<file path="src/rtl/arp_responder.sv">
// -----------------------------------------------------------------------------
// arp_responder
//
// ARP reply engine on an 8-bit AXI-Stream byte path, placed next to the
// Ethernet MAC. Received Ethernet+ARP frames (no preamble/FCS) are parsed on
// the fly. An IPv4 ARP request for P_DUT_IPV4 is answered with a 42-byte ARP
// reply that advertises P_DUT_MAC. Every other frame is consumed and dropped.
//
// Optional feature macro: ARP_DA_FILTER_EN
//   defined   - a request is answered only when its destination MAC is
//               broadcast (FF:FF:FF:FF:FF:FF) or P_DUT_MAC.
//   undefined - the destination MAC is ignored.
//
// Ports
//   I_CLK          in   1  single clock, rising edge
//   I_RESET        in   1  asynchronous active-low reset
//   S_AXIS_TREADY  out  1  rx ready (registered)
//   S_AXIS_TVALID  in   1  rx byte valid
//   S_AXIS_TUSER   in   1  rx end-of-frame, high on last byte
//   S_AXIS_TDATA   in   8  rx byte, network order
//   M_AXIS_TREADY  in   1  tx ready from downstream
//   M_AXIS_TVALID  out  1  tx byte valid (registered)
//   M_AXIS_TUSER   out  1  tx end-of-frame, high on reply byte 41 only
//   M_AXIS_TDATA   out  8  tx byte, network order (registered)
// -----------------------------------------------------------------------------
module arp_responder #(
    parameter logic [31:0] P_DUT_IPV4 = 32'hC0A8_0164,
    parameter logic [47:0] P_DUT_MAC  = 48'h02_00_00_00_00_01
) (
    input  logic       I_CLK,
    input  logic       I_RESET,
    output logic       S_AXIS_TREADY,
    input  logic       S_AXIS_TVALID,
    input  logic       S_AXIS_TUSER,
    input  logic [7:0] S_AXIS_TDATA,
    input  logic       M_AXIS_TREADY,
    output logic       M_AXIS_TVALID,
    output logic       M_AXIS_TUSER,
    output logic [7:0] M_AXIS_TDATA
);

    typedef enum logic [1:0] {
        ST_RX    = 2'd0,
        ST_SKIP  = 2'd1,
        ST_CHECK = 2'd2,
        ST_TX    = 2'd3
    } state_t;

    state_t      state_r, state_s;
    logic [7:0]  rx_cnt_r, rx_cnt_s;        // index of the next rx byte
    logic [5:0]  tx_cnt_r, tx_cnt_s;        // index of the reply byte on the bus
    logic        fields_ok_r, fields_ok_s;  // fixed header fields and TPA all matched so far
    logic [1:0]  da_hits_r, da_hits_s;      // {DA is broadcast, DA is P_DUT_MAC} so far
    logic [79:0] sha_spa_r, sha_spa_s;      // request SHA (upper 48) and SPA (lower 32)
    logic        s_tready_r, s_tready_s;
    logic        m_tvalid_r, m_tvalid_s;
    logic        m_tuser_r, m_tuser_s;
    logic [7:0]  m_tdata_r, m_tdata_s;

    logic        rx_beat_s;
    logic        tx_beat_s;
    logic        first_s;
    logic        match_s;

    // Does rx byte idx agree with what an answerable request carries there?
    // Only the fixed ARP/IPv4 header bytes and the TPA bytes are constrained.
    function automatic logic req_byte_ok(input logic [7:0] idx, input logic [7:0] data);
        logic [79:0] hdr;
        logic        ok;
        hdr = {16'h0806, 16'h0001, 16'h0800, 8'h06, 8'h04, 16'h0001};
        if ((idx >= 8'd12) && (idx <= 8'd21)) begin
            ok = (data == 8'(hdr >> {4'(8'd21 - idx), 3'b000}));
        end else if ((idx >= 8'd38) && (idx <= 8'd41)) begin
            ok = (data == 8'(P_DUT_IPV4 >> {2'(8'd41 - idx), 3'b000}));
        end else begin
            ok = 1'b1;
        end
        return ok;
    endfunction

    // Per-byte destination MAC hits {broadcast, local}; both forced true when
    // the DA filter is not built in, so the DA never blocks a match.
    function automatic logic [1:0] da_byte_hits(input logic [7:0] idx, input logic [7:0] data);
        logic [1:0] hits;
        if (idx > 8'd5) begin
            hits = 2'b11;
        end else begin
            hits = {data == 8'hFF, data == 8'(P_DUT_MAC >> {3'(8'd5 - idx), 3'b000})};
        end
`ifndef ARP_DA_FILTER_EN
        hits = 2'b11;
`endif
        return hits;
    endfunction

    // Reply byte idx (0..41) built from the captured request SHA/SPA.
    function automatic logic [7:0] reply_byte(input logic [5:0] idx, input logic [79:0] sha_spa);
        logic [335:0] frame;
        frame = {sha_spa[79:32], P_DUT_MAC,
                 16'h0806, 16'h0001, 16'h0800, 8'h06, 8'h04, 16'h0002,
                 P_DUT_MAC, P_DUT_IPV4, sha_spa[79:32], sha_spa[31:0]};
        return 8'(frame >> {6'd41 - idx, 3'b000});
    endfunction

    assign rx_beat_s = S_AXIS_TVALID & s_tready_r;
    assign tx_beat_s = m_tvalid_r & M_AXIS_TREADY;
    assign first_s   = (rx_cnt_r == 8'd0);
    assign match_s   = fields_ok_r & (|da_hits_r);

    // Next-state, datapath and next-output logic.
    always_comb begin
        state_s     = state_r;
        rx_cnt_s    = rx_cnt_r;
        tx_cnt_s    = tx_cnt_r;
        fields_ok_s = fields_ok_r;
        da_hits_s   = da_hits_r;
        sha_spa_s   = sha_spa_r;
        m_tvalid_s  = m_tvalid_r;
        m_tuser_s   = m_tuser_r;
        m_tdata_s   = m_tdata_r;

        case (state_r)
            ST_RX: begin
                if (rx_beat_s) begin
                    // Byte 0 restarts the running match flags.
                    fields_ok_s = (first_s | fields_ok_r) & req_byte_ok(rx_cnt_r, S_AXIS_TDATA);
                    da_hits_s   = (first_s ? 2'b11 : da_hits_r) & da_byte_hits(rx_cnt_r, S_AXIS_TDATA);
                    if ((rx_cnt_r >= 8'd22) && (rx_cnt_r <= 8'd31)) begin
                        sha_spa_s = {sha_spa_r[71:0], S_AXIS_TDATA};
                    end else begin
                        sha_spa_s = sha_spa_r;
                    end
                    if (S_AXIS_TUSER) begin
                        if (rx_cnt_r == 8'd41) begin
                            state_s = ST_CHECK;
                        end else begin
                            // Runt frame: forget it and wait for the next one.
                            state_s  = ST_RX;
                            rx_cnt_s = 8'd0;
                        end
                    end else if (rx_cnt_r == 8'd41) begin
                        state_s  = ST_SKIP;
                        rx_cnt_s = 8'd42;
                    end else begin
                        rx_cnt_s = rx_cnt_r + 8'd1;
                    end
                end else begin
                    state_s = ST_RX;
                end
            end

            ST_SKIP: begin
                if (rx_beat_s) begin
                    if (S_AXIS_TUSER) begin
                        state_s = ST_CHECK;
                    end else if (rx_cnt_r != 8'd255) begin
                        rx_cnt_s = rx_cnt_r + 8'd1;
                    end else begin
                        rx_cnt_s = rx_cnt_r;
                    end
                end else begin
                    state_s = ST_SKIP;
                end
            end

            ST_CHECK: begin
                rx_cnt_s = 8'd0;
                if (match_s) begin
                    state_s    = ST_TX;
                    tx_cnt_s   = 6'd0;
                    m_tvalid_s = 1'b1;
                    m_tuser_s  = 1'b0;
                    m_tdata_s  = reply_byte(6'd0, sha_spa_r);
                end else begin
                    state_s = ST_RX;
                end
            end

            ST_TX: begin
                if (tx_beat_s) begin
                    if (tx_cnt_r == 6'd41) begin
                        state_s    = ST_RX;
                        tx_cnt_s   = 6'd0;
                        m_tvalid_s = 1'b0;
                        m_tuser_s  = 1'b0;
                        m_tdata_s  = 8'h00;
                    end else begin
                        tx_cnt_s  = tx_cnt_r + 6'd1;
                        m_tdata_s = reply_byte(tx_cnt_r + 6'd1, sha_spa_r);
                        m_tuser_s = (tx_cnt_r == 6'd40);
                    end
                end else begin
                    // Downstream stall: hold the byte on the bus.
                    state_s = ST_TX;
                end
            end

            default: begin
                state_s    = ST_RX;
                rx_cnt_s   = 8'd0;
                tx_cnt_s   = 6'd0;
                m_tvalid_s = 1'b0;
                m_tuser_s  = 1'b0;
                m_tdata_s  = 8'h00;
            end
        endcase

        // Ready is registered, so it is derived from the state being entered.
        s_tready_s = (state_s == ST_RX) || (state_s == ST_SKIP);
    end

    // State, datapath and output registers.
    always_ff @(posedge I_CLK or negedge I_RESET) begin
        if (!I_RESET) begin
            state_r     <= ST_RX;
            rx_cnt_r    <= 8'd0;
            tx_cnt_r    <= 6'd0;
            fields_ok_r <= 1'b0;
            da_hits_r   <= 2'b11;
            sha_spa_r   <= 80'd0;
            s_tready_r  <= 1'b0;
            m_tvalid_r  <= 1'b0;
            m_tuser_r   <= 1'b0;
            m_tdata_r   <= 8'h00;
        end else begin
            state_r     <= state_s;
            rx_cnt_r    <= rx_cnt_s;
            tx_cnt_r    <= tx_cnt_s;
            fields_ok_r <= fields_ok_s;
            da_hits_r   <= da_hits_s;
            sha_spa_r   <= sha_spa_s;
            s_tready_r  <= s_tready_s;
            m_tvalid_r  <= m_tvalid_s;
            m_tuser_r   <= m_tuser_s;
            m_tdata_r   <= m_tdata_s;
        end
    end

    assign S_AXIS_TREADY = s_tready_r;
    assign M_AXIS_TVALID = m_tvalid_r;
    assign M_AXIS_TUSER  = m_tuser_r;
    assign M_AXIS_TDATA  = m_tdata_r;

endmodule

</file>
<file path="config.mk">
export PLATFORM = sky130hd
export DESIGN_NAME = arp_responder
export DESIGN_NICKNAME = d
export VERILOG_FILES = /design/src/rtl/arp_responder.sv
export SDC_FILE = /design/constraint.sdc
export NUM_CORES = 1
export LEC_CHECK = 0
export CAP_MARGIN = 20
export CORE_ASPECT_RATIO = 0.75
export CORE_MARGIN = 4
export CORE_UTILIZATION = 57
export CTS_BUF_LIST = sky130_fd_sc_hd__clkbuf_8
export DETAILED_ROUTE_END_ITERATION = 7
export PLACE_DENSITY = 0.87
export SETUP_SLACK_MARGIN = 0.3
export SLEW_MARGIN = 15
export SYNTH_ARGS = -nofsm -noshare
export SYNTH_HDL_FRONTEND = slang
export SYNTH_SLANG_ARGS = --single-unit
</file>
<file path="constraint.sdc">
create_clock -name I_CLK -period 5.1 [get_ports I_CLK]
set_input_delay 1.02 -clock I_CLK [delete_from_list [all_inputs] [get_ports I_CLK]]
set_output_delay 1.02 -clock I_CLK [all_outputs]
set_load 0.03 [all_outputs]
</file>
# After elaboration in Yosys (flattened, before gate mapping)

Index checks and enable logic that the tools add are counted.
W data, S select, Z words.

Word-level logic and storage cells: 97
Bits in registers: 108

Reductions and logical operators: 14
Multiplexer cells: 38
Shift operators: 3
Bitwise gates (word level): 4
Order comparisons: 6
Add/sub/neg operators: 5
Equal/unequal tests: 18

Operators by type and width:

| operator               | count |
|---|---|
| $shr A336 B9 Y8        | 1 |
| $mux W8                | 10 |
| $shr A76 B7 Y8 const A | 1 |
| $shr A32 B5 Y8 const A | 1 |
| $pmux W8 S3            | 1 |
| $mux W2                | 9 |
| $mux W6                | 3 |
| $eq A8 B8 Y1           | 2 |
| $le A8 B5 Y1 const B   | 2 |
| $pmux W8 S2            | 1 |
| $ne A2 B2 Y1 const B   | 7 |
| $eq A6 B6 Y1 const B   | 2 |
| $pmux W6 S2            | 1 |
| $mux W1                | 10 |
| $add A8 B1 Y8 const B  | 1 |
| $eq A8 B6 Y1 const B   | 1 |
| $ge A8 B4 Y1 const B   | 1 |
| $ge A8 B5 Y1 const B   | 1 |
| $ge A8 B6 Y1 const B   | 1 |
| $le A8 B6 Y1 const B   | 1 |
| $logic_not A8 Y1       | 1 |
| $ne A8 B8 Y1 const B   | 1 |
| $pmux W2 S4            | 1 |
| $add A6 B1 Y6 const B  | 1 |
| other kinds (18)       | 27 |

# Logic depth before layout (Yosys ltp)

Gate-level depths: netlist of the first run.

Depth in word-level cells: 8
Depth in mapped cells: 11
Gate-level depth less buffers: 9

# Least setup slack after synthesis of the first run

Ideal clock, no wire load.

Path type: input port to flip-flop
From: input port S_AXIS_TVALID
To: register sha_spa_r[0]
Stages: 5
Required time: 4.975 ns
Arrival: 2.637 ns
Buffers on the path: 1
Slack: 2.338 ns
Setup time: 0.125 ns
Cell sequence: nand2_1 or4_4 nor4_4 buf_6 mux2_4

Cells in the longest elaborated chain, start to end: 2

RTL lines:

| what                        | RTL line | text |
|---|---|---|
| start, declared             | 33       | `input logic S_AXIS_TVALID,` |
| $and A1 B1 Y1               | 105      | `assign rx_beat_s = S_AXIS_TVALID & s_tready_r;` |
| $reduce_and A3 Y1 (no line) | -        |  |
| end signal, assigned        | 231      | `sha_spa_r <= sha_spa_s;` |
| end, declared               | 54       | `logic [79:0] sha_spa_r, sha_spa_s;` |

No other way between the ends.
A chain may end at the register's enable or synchronous reset.

# Final worst setup path of the first run

From: register tx_cnt_r[1]
To: register m_tdata_r[6] (netlist: M_AXIS_TDATA[6])

Cells in the longest elaborated chain, start to end: 6

RTL lines:

| what                   | RTL line | text |
|---|---|---|
| start, declared        | 51       | `logic [5:0] tx_cnt_r, tx_cnt_s;` |
| start signal, assigned | 228      | `tx_cnt_r <= tx_cnt_s;` |
| $add A6 B1 Y6          | 189      | `m_tdata_s = reply_byte(tx_cnt_r + 6'd1, sha_spa_r);` |
| $sub A6 B6 Y6          | 102      | `return 8'(frame >> {6'd41 - idx, 3'b000});` |
| $shr A336 B9 Y8        | 102      |  |
| $mux W8 (*)            | 181      | `if (tx_cnt_r == 6'd41) begin` |
| $mux W8 (*)            | 180      | `if (tx_beat_s) begin` |
| $pmux W8 S2 (*)        | 122      | `case (state_r)` |
| end signal, assigned   | 235      | `m_tdata_r <= m_tdata_s;` |
| end, declared          | 58       | `logic [7:0] m_tdata_r, m_tdata_s;` |

Mark *: on every way between the ends. The rest lies on a longest branch, timed or not. The select of a mux whose other input is x is not followed.

==> reports/metrics.cfg, run 1 <==
[logic_synthesis]
synth_top_family_by_area = multiplexers
synth_xor_area_share_pct = 3.89
synth_common_cells = dfrtp_1 (108), nand2_1 (48), mux2_2 (41), o21ai_0 (41), mux2_4 (40)
yosys.area.top_type = dfrtp_1
ys_seq_elements = 108
synth_most_common_cell = dfrtp_1
syn_nets = 621
synthMuxAreaShare_pct = 22.3
synth-seq-area-share_pct = 41.8
async_flop_share_pct = 100
synth_area_leaders = dfrtp_1 (42%), mux2_4 (9.3%), mux2_2 (7.1%)
netlist_area_um2 = 6460
ys_types = 68
yosysTopAreaCellShare_pct = 41.8
synth_compound_area_share_pct = 13.6
ys.flop_type = dfrtp_1
synth_edf_count = 0
synth_area_per_cell_um2 = 11.0
syn_inst = 590
synthSimpleGateAreaFrac_pct = 10.8
synth_warnings = 0
synthAdderAreaFrac_pct = 3.48

[timing]
finalCritPeriodShare_pct = 70.7
clock_skew_ns = 0.0149
tightest_slew_ns = 0.888
fin_crit_ns = 3.61
rsz0062_at_grt = false
slew_viol_final = 0
fmax_mhz = 277
setup_tns_ns = 0
slew_headroom_pct = 39.3
hold_violations = 0
setup_violations = 0

[status]
status = finished, final reports clean

[cts]
post_cts_resize_count = 0
cts_buffers = 9
cts_root_buf = clkbuf_8
cts_tree = done
clock_path_buffers = 2
ctsHoldBuffers = 0
post_cts_buffers = 0
cts_max_level = 3
clk_latency_ns = 0.40
clock-sinks = 108
path_clk_slew_ns = 0.11

[power_and_ir_drop]
cellPowerDensity_nw_per_um2 = 365
p_leak_nw = 2.97
peakVddDrop_v = 0.000194

[floorplanning]
die_x_um = 131
die_h_um = 100
io_pins = 24
num_rows = 33
fp.coreArea_um2 = 11000
initial_utilization_pct = 58.6
die_area_um2 = 13100

[grt]
grt_first_pass_wirelength_mm = 24.1
antenna_found_initial = 0
grt_usage_pct = 23.4
grt_start_max_net_pins = 83
grt_pass1_vias = 4505
grt_overflow = 0

[placement]
port_buffers = 23
dp_hpwl_mm = 10.2
gp_congestion = 0.934

[drt]
viasPerCell = 6.42
drc = 0
drtPass1Iterations = 5
antenna_left = 0
wl_per_cell_um = 19.8
vias = 4791
drt-initial-drc-count = 600
finalWirelength_mm = 14.8

[setup_path]
cp.arrival_ns = 3.86
cp-endpoint = M_AXIS_TDATA[6]
worstPathMaxFanout = 22
r2r_cells = 8
start_kind = flop
path_class = flop to flop
end_kind = flop
ff2ff_setup_slack_ns = 1.49
reg2reg_to = M_AXIS_TDATA[6]
required_ns = 5.35
reg2reg_from = tx_cnt_r[1]
setup.worst_path.start = tx_cnt_r[1]

[min_path]
hold_class = input port to async pin

[cells_and_area]
multiInputGateArea_um2 = 3500
drive_above_1_share_pct = 20.6
syn2layout_area_growth_pct = 7.80
diodes = 0
seq_area_um2 = 2700
final_util_pct = 63.2
nNetsFinal = 632
fillCellCount = 852

[run]
maxCapViolCount = 0

power breakdown:
group	total [mW]	switching [mW]	internal, mW	leakage, nW
clock network	0.570	0.330	0.239	0.105
registers	0.974	0.0728	0.901	1.49
logic	1.00	0.660	0.339	1.37
total	2.54	1.06	1.48	2.97
worst max-delay path, cell delays in order (launching register included):
cell,delay (ns)
dfrtp_1,0.61
inv_1,0.18
ha_1,0.53
buf_4,0.36
inv_1,0.23
nand2_1,0.36
o22ai_1,0.18
a2111oi_0,0.84
o21ai_0,0.17
metrics by stage:
step	setup WS, ns	instances	hold slack (ns)	instance area [um^2]	power (mW)
global placement	1.64	729	0.462	6730	1.92
finish	1.49	746	0.511	6970	2.54
global route	1.43	746	0.524	6970	2.66
detailed placement	1.55	729	0.500	6730	1.95
floorplan	2.34	590	0.476	6460	1.67
CTS	1.72	745	0.524	6940	2.52
worst min path at each step:
stage                 endpoint  depth (start not counted)
2_1_floorplan    sha_spa_r[34]                          1
3_3_place_gp      M_AXIS_TUSER                          2
3_5_place_dp   M_AXIS_TDATA[0]                          2
4_1_cts        M_AXIS_TDATA[0]                          2
5_1_grt            rx_cnt_r[4]                          1
6_report           rx_cnt_r[4]                          1
registers in the layout, summed over array words and instances (netlist names):
signal,count
state_r,2
S_AXIS_TREADY,1
M_AXIS_TUSER,1
tx_cnt_r,6
rx_cnt_r,8
M_AXIS_TVALID,1
sha_spa_r,80
fields_ok_r,1
M_AXIS_TDATA,8
cell families after synthesis:
| group | Yosys count |
|---|---|
| and+or+nand+nor | 142 |
| buffers and inverters | 48 |
| AOI/OAI and AO/OA | 135 |
| muxes | 115 |
| adders and majority gates | 18 |
| xor gates and xnor gates | 24 |
| DFF | 108 |
cells in the final DEF (no fill, tap or decap), drive strengths merged, types with 2 or more instances in the layout:
master | synthesis | routed
a2111oi | 3 | 3
a211o | 2 | 2
a211oi | 6 | 6
a21boi | 2 | 2
a21oi | 28 | 28
a221oi | 2 | 2
a31oi | 4 | 4
a41oi | 3 | 3
and2 | 2 | 2
and3 | 3 | 3
buf | 19 | 11
clkbuf | 14 | 9
clkdlybuf4s50 | 0 | 22
dfrtp | 108 | 108
ha | 18 | 18
inv | 15 | 20
mux2 | 84 | 84
mux2i | 28 | 28
mux4 | 3 | 3
nand2 | 48 | 48
nand2b | 3 | 3
nand3 | 23 | 23
nand4 | 2 | 2
nor2 | 25 | 25
nor2b | 5 | 5
nor3 | 13 | 13
nor3b | 7 | 7
nor4 | 5 | 5
o211ai | 9 | 9
o21ai | 44 | 44
o221ai | 4 | 4
o22ai | 3 | 3
o31ai | 10 | 10
o41ai | 2 | 2
xnor2 | 12 | 12
xor2 | 12 | 12
cell type report:
cell class                      count  share of cell area [%]
Clock inverter                      7                    1.24
Tap cell                          140                    2.51
Sequential cell                   108                    38.8
Timing Repair Buffer               33                    4.63
Inverter                           15                   0.808
Multi-Input combinational cell    434                    50.2
Clock buffer                        9                    1.78
layer usage:
layer | routed length [um] | vias to the layer above | GRT usage, %
met2 | 6330 | 184 | 32.5
met3 | 855 | 25 | 4.41
met4 | 289 | 0 | 7.35
met1 | 7330 | 2408 | 36.8
li1 | - | 2174 | -
met5 | 0 | - | 0
(Power assumes the default switching activity.)
==> run 2: changes to the inputs <==
- PLACE_DENSITY: 0.87 -> 0.9
- clock period: 5.1 -> 3.2 ns (I/O delays scaled with it)
==> reports/metrics.cfg, run 2 (synthesis gave the netlist of run 1 again) <==
[status]
status = finished, final reports clean  ; unchanged

[setup_path]
reg2reg_from = tx_cnt_r[1]  ; unchanged
end_kind = flop  ; unchanged
worstPathMaxFanout = 11  ; was 22
critPathBufInv = 1  ; was 3
setup.worst_path.start = tx_cnt_r[1]  ; unchanged
crit_slowest_cell = dfrtp_2  ; was a2111oi_0
cp.arrival_ns = 3.11  ; was 3.86 ns
crit_family = compound AO/OA/AOI/OAI gates  ; unchanged
start_kind = flop  ; unchanged
crit_chain = inv_1, ha_1, or2_2, a32oi_2, o21ai_2, xnor2_2, o21ai_1, a2111oi_2, a211o_1  ; was inv_1, ha_1, buf_4, inv_1, nand2_1, o22ai_1, a2111oi_0, o21ai_0
worst_path_largest_cell_delay_ns = 0.53  ; was 0.84 ns
required_ns = 3.53  ; was 5.35 ns
path_class = flop to flop  ; unchanged

[cts]
path_clk_slew_ns = 0.11  ; about the same
clock-sinks = 108  ; unchanged
cts_max_level = 3  ; unchanged
cts_tree = done  ; unchanged
clock_path_buffers = 2  ; unchanged
clk_latency_ns = 0.39  ; was 0.40 ns
cts_root_buf = clkbuf_8  ; unchanged
ctsHoldBuffers = 0  ; unchanged
cts_buffers = 9  ; unchanged

[drt]
viasPerCell = 6.38  ; was 6.42
vias = 4881  ; was 4791
wl_per_cell_um = 20.3  ; was 19.8 um
drtPass1Iterations = 5  ; unchanged
drt-initial-drc-count = 608  ; was 600
drc = 0  ; unchanged
finalWirelength_mm = 15.6  ; was 14.8 mm
antenna_left = 0  ; unchanged

[run]
maxCapViolCount = 0  ; unchanged

[placement]
gp_congestion = 0.963  ; was 0.934
place_area_um2 = 6900  ; was 6730 um^2
port_buffers = 23  ; unchanged
dp_hpwl_mm = 11.3  ; was 10.2 mm

[timing]
tightest_slew_ns = 0.679  ; was 0.888 ns
holdWs_ns = 0.266  ; was 0.511 ns
finalCritPeriodShare_pct = 86.9  ; was 70.7%
slew_headroom_pct = 54.7  ; was 39.3%
hold_violations = 0  ; unchanged
setup_tns_ns = 0  ; unchanged
clock_skew_ns = 0.0111  ; was 0.0149 ns
slew_viol_final = 0  ; unchanged
rsz0062_at_grt = false  ; unchanged
fmax_mhz = 360  ; was 277 MHz
setup_violations = 0  ; unchanged
fin_crit_ns = 2.78  ; was 3.61 ns

[cells_and_area]
fin_area_um2 = 7130  ; was 6970 um^2
nNetsFinal = 651  ; was 632
fillCellCount = 836  ; was 852
final_common_cell = dfrtp_1  ; unchanged
seq_area_um2 = 2710  ; was 2700 um^2
diodes = 0  ; unchanged
multiInputGateArea_um2 = 3530  ; was 3500 um^2
syn2layout_area_growth_pct = 10.3  ; was 7.80%
mostFrequentLayoutCells = dfrtp_1 (106), nand2_1 (48), o21ai_0 (41), mux2_2 (41), mux2_4 (40)  ; was dfrtp_1 (107), nand2_1 (48), o21ai_0 (41), mux2_2 (41), mux2_4 (40)
largest_register = sha_spa_r  ; unchanged
largest_register_ffs = 80  ; unchanged
drive_above_1_share_pct = 24.0  ; was 20.6%

[grt]
grt_pass1_vias = 4797  ; was 4505
grt_overflow = 0  ; unchanged
grt_first_pass_wirelength_mm = 25.5  ; was 24.1 mm
grt_start_max_net_pins = 57  ; was 83
antenna_found_initial = 0  ; unchanged
grt_usage_pct = 24.8  ; was 23.4%

[floorplanning]
num_rows = 33  ; unchanged
io_pins = 24  ; unchanged
die_h_um = 100  ; unchanged
initial_utilization_pct = 58.6  ; unchanged
die_x_um = 131  ; unchanged
fp.coreArea_um2 = 11000  ; unchanged
die_area_um2 = 13100  ; unchanged

[power_and_ir_drop]
p_switching_mw = 1.73  ; was 1.06 mW
combinationalPowerShare_pct = 42.1  ; was 39.3%
intPower_mw = 2.36  ; was 1.48 mW
seq_power_share_pct = 38.1  ; was 38.3%
peakVddDrop_v = 0.000306  ; was 0.000194 V
sw_frac_of_total_pct = 42.3  ; was 41.8%
p_leak_nw = 3.05  ; was 2.97 nW
cellPowerDensity_nw_per_um2 = 573  ; was 365 nW/um^2
pwr-share-clk_pct = 19.7  ; was 22.4%
total_power_mw = 4.09  ; was 2.54 mW

[min_path]
hold_class = input port to async pin  ; unchanged

run 2: metrics by stage:
step                      setup WS (ns)  util [%]  cells
after CTS                         0.313      64.4    763
after global placement            0.279      62.6    747
final                             0.420      64.7    765
after detailed placement          0.173      62.6    747
after global routing              0.333      64.7    765
after floorplan                   0.555         -    590
run 2: path summary, 6_finish.rpt:
kind | endpoint | slack, ns | cells past startpoint
worst max register to register | M_AXIS_TDATA[7] | 0.42 | 9
worst min-delay path | rx_cnt_r[1] | 0.27 | 1
worst max-delay path | M_AXIS_TDATA[7] | 0.42 | 9
worst min register to register | M_AXIS_TUSER | 0.51 | 2
max in group asynchronous | sha_spa_r[11] | 2.11 | 2
min in group I_CLK | M_AXIS_TUSER | 0.51 | 2
run 2: what timing repair did:
action | CTS | global route
setup endpoints to repair | 7 | 5
hold endpoints to repair | 0 | 0
gates cloned | 0 | 0
resized for setup | 4 | 4
setup buffers | 0 | 2
run 2: area by class of cell:
cell class                      instances  area share [%]
Clock inverter                          7           0.807
Clock buffer                            9            1.74
Sequential cell                       108            37.9
Timing Repair Buffer                   52            6.77
Tap cell                              140            2.46
Inverter                               15           0.789
Multi-Input combinational cell        434            49.5
run 2: per-layer routing:
| layer | track usage [%] | up-vias | share of wire (%) |
|---|---|---|---|
| li1 | - | 2222 | - |
| met1 | 36.7 | 2402 | 46 |
| met2 | 36.9 | 221 | 45 |
| met3 | 5.21 | 36 | 7.3 |
| met4 | 7.11 | 0 | 2.0 |
| met5 | 0 | - | 0 |
run 2: power by group through the flow:
| stage | clock network, mW | logic (mW) | registers (mW) |
|---|---|---|---|
| 3_5_place_dp | 0 | 1.62 | 1.59 |
| 3_3_place_gp | 0 | 1.56 | 1.58 |
| 6_report | 0.807 | 1.72 | 1.56 |
| 4_1_cts | 0.815 | 1.64 | 1.56 |
| 5_1_grt | 0.863 | 1.84 | 1.57 |
| 2_1_floorplan | 0 | 1.08 | 1.59 |
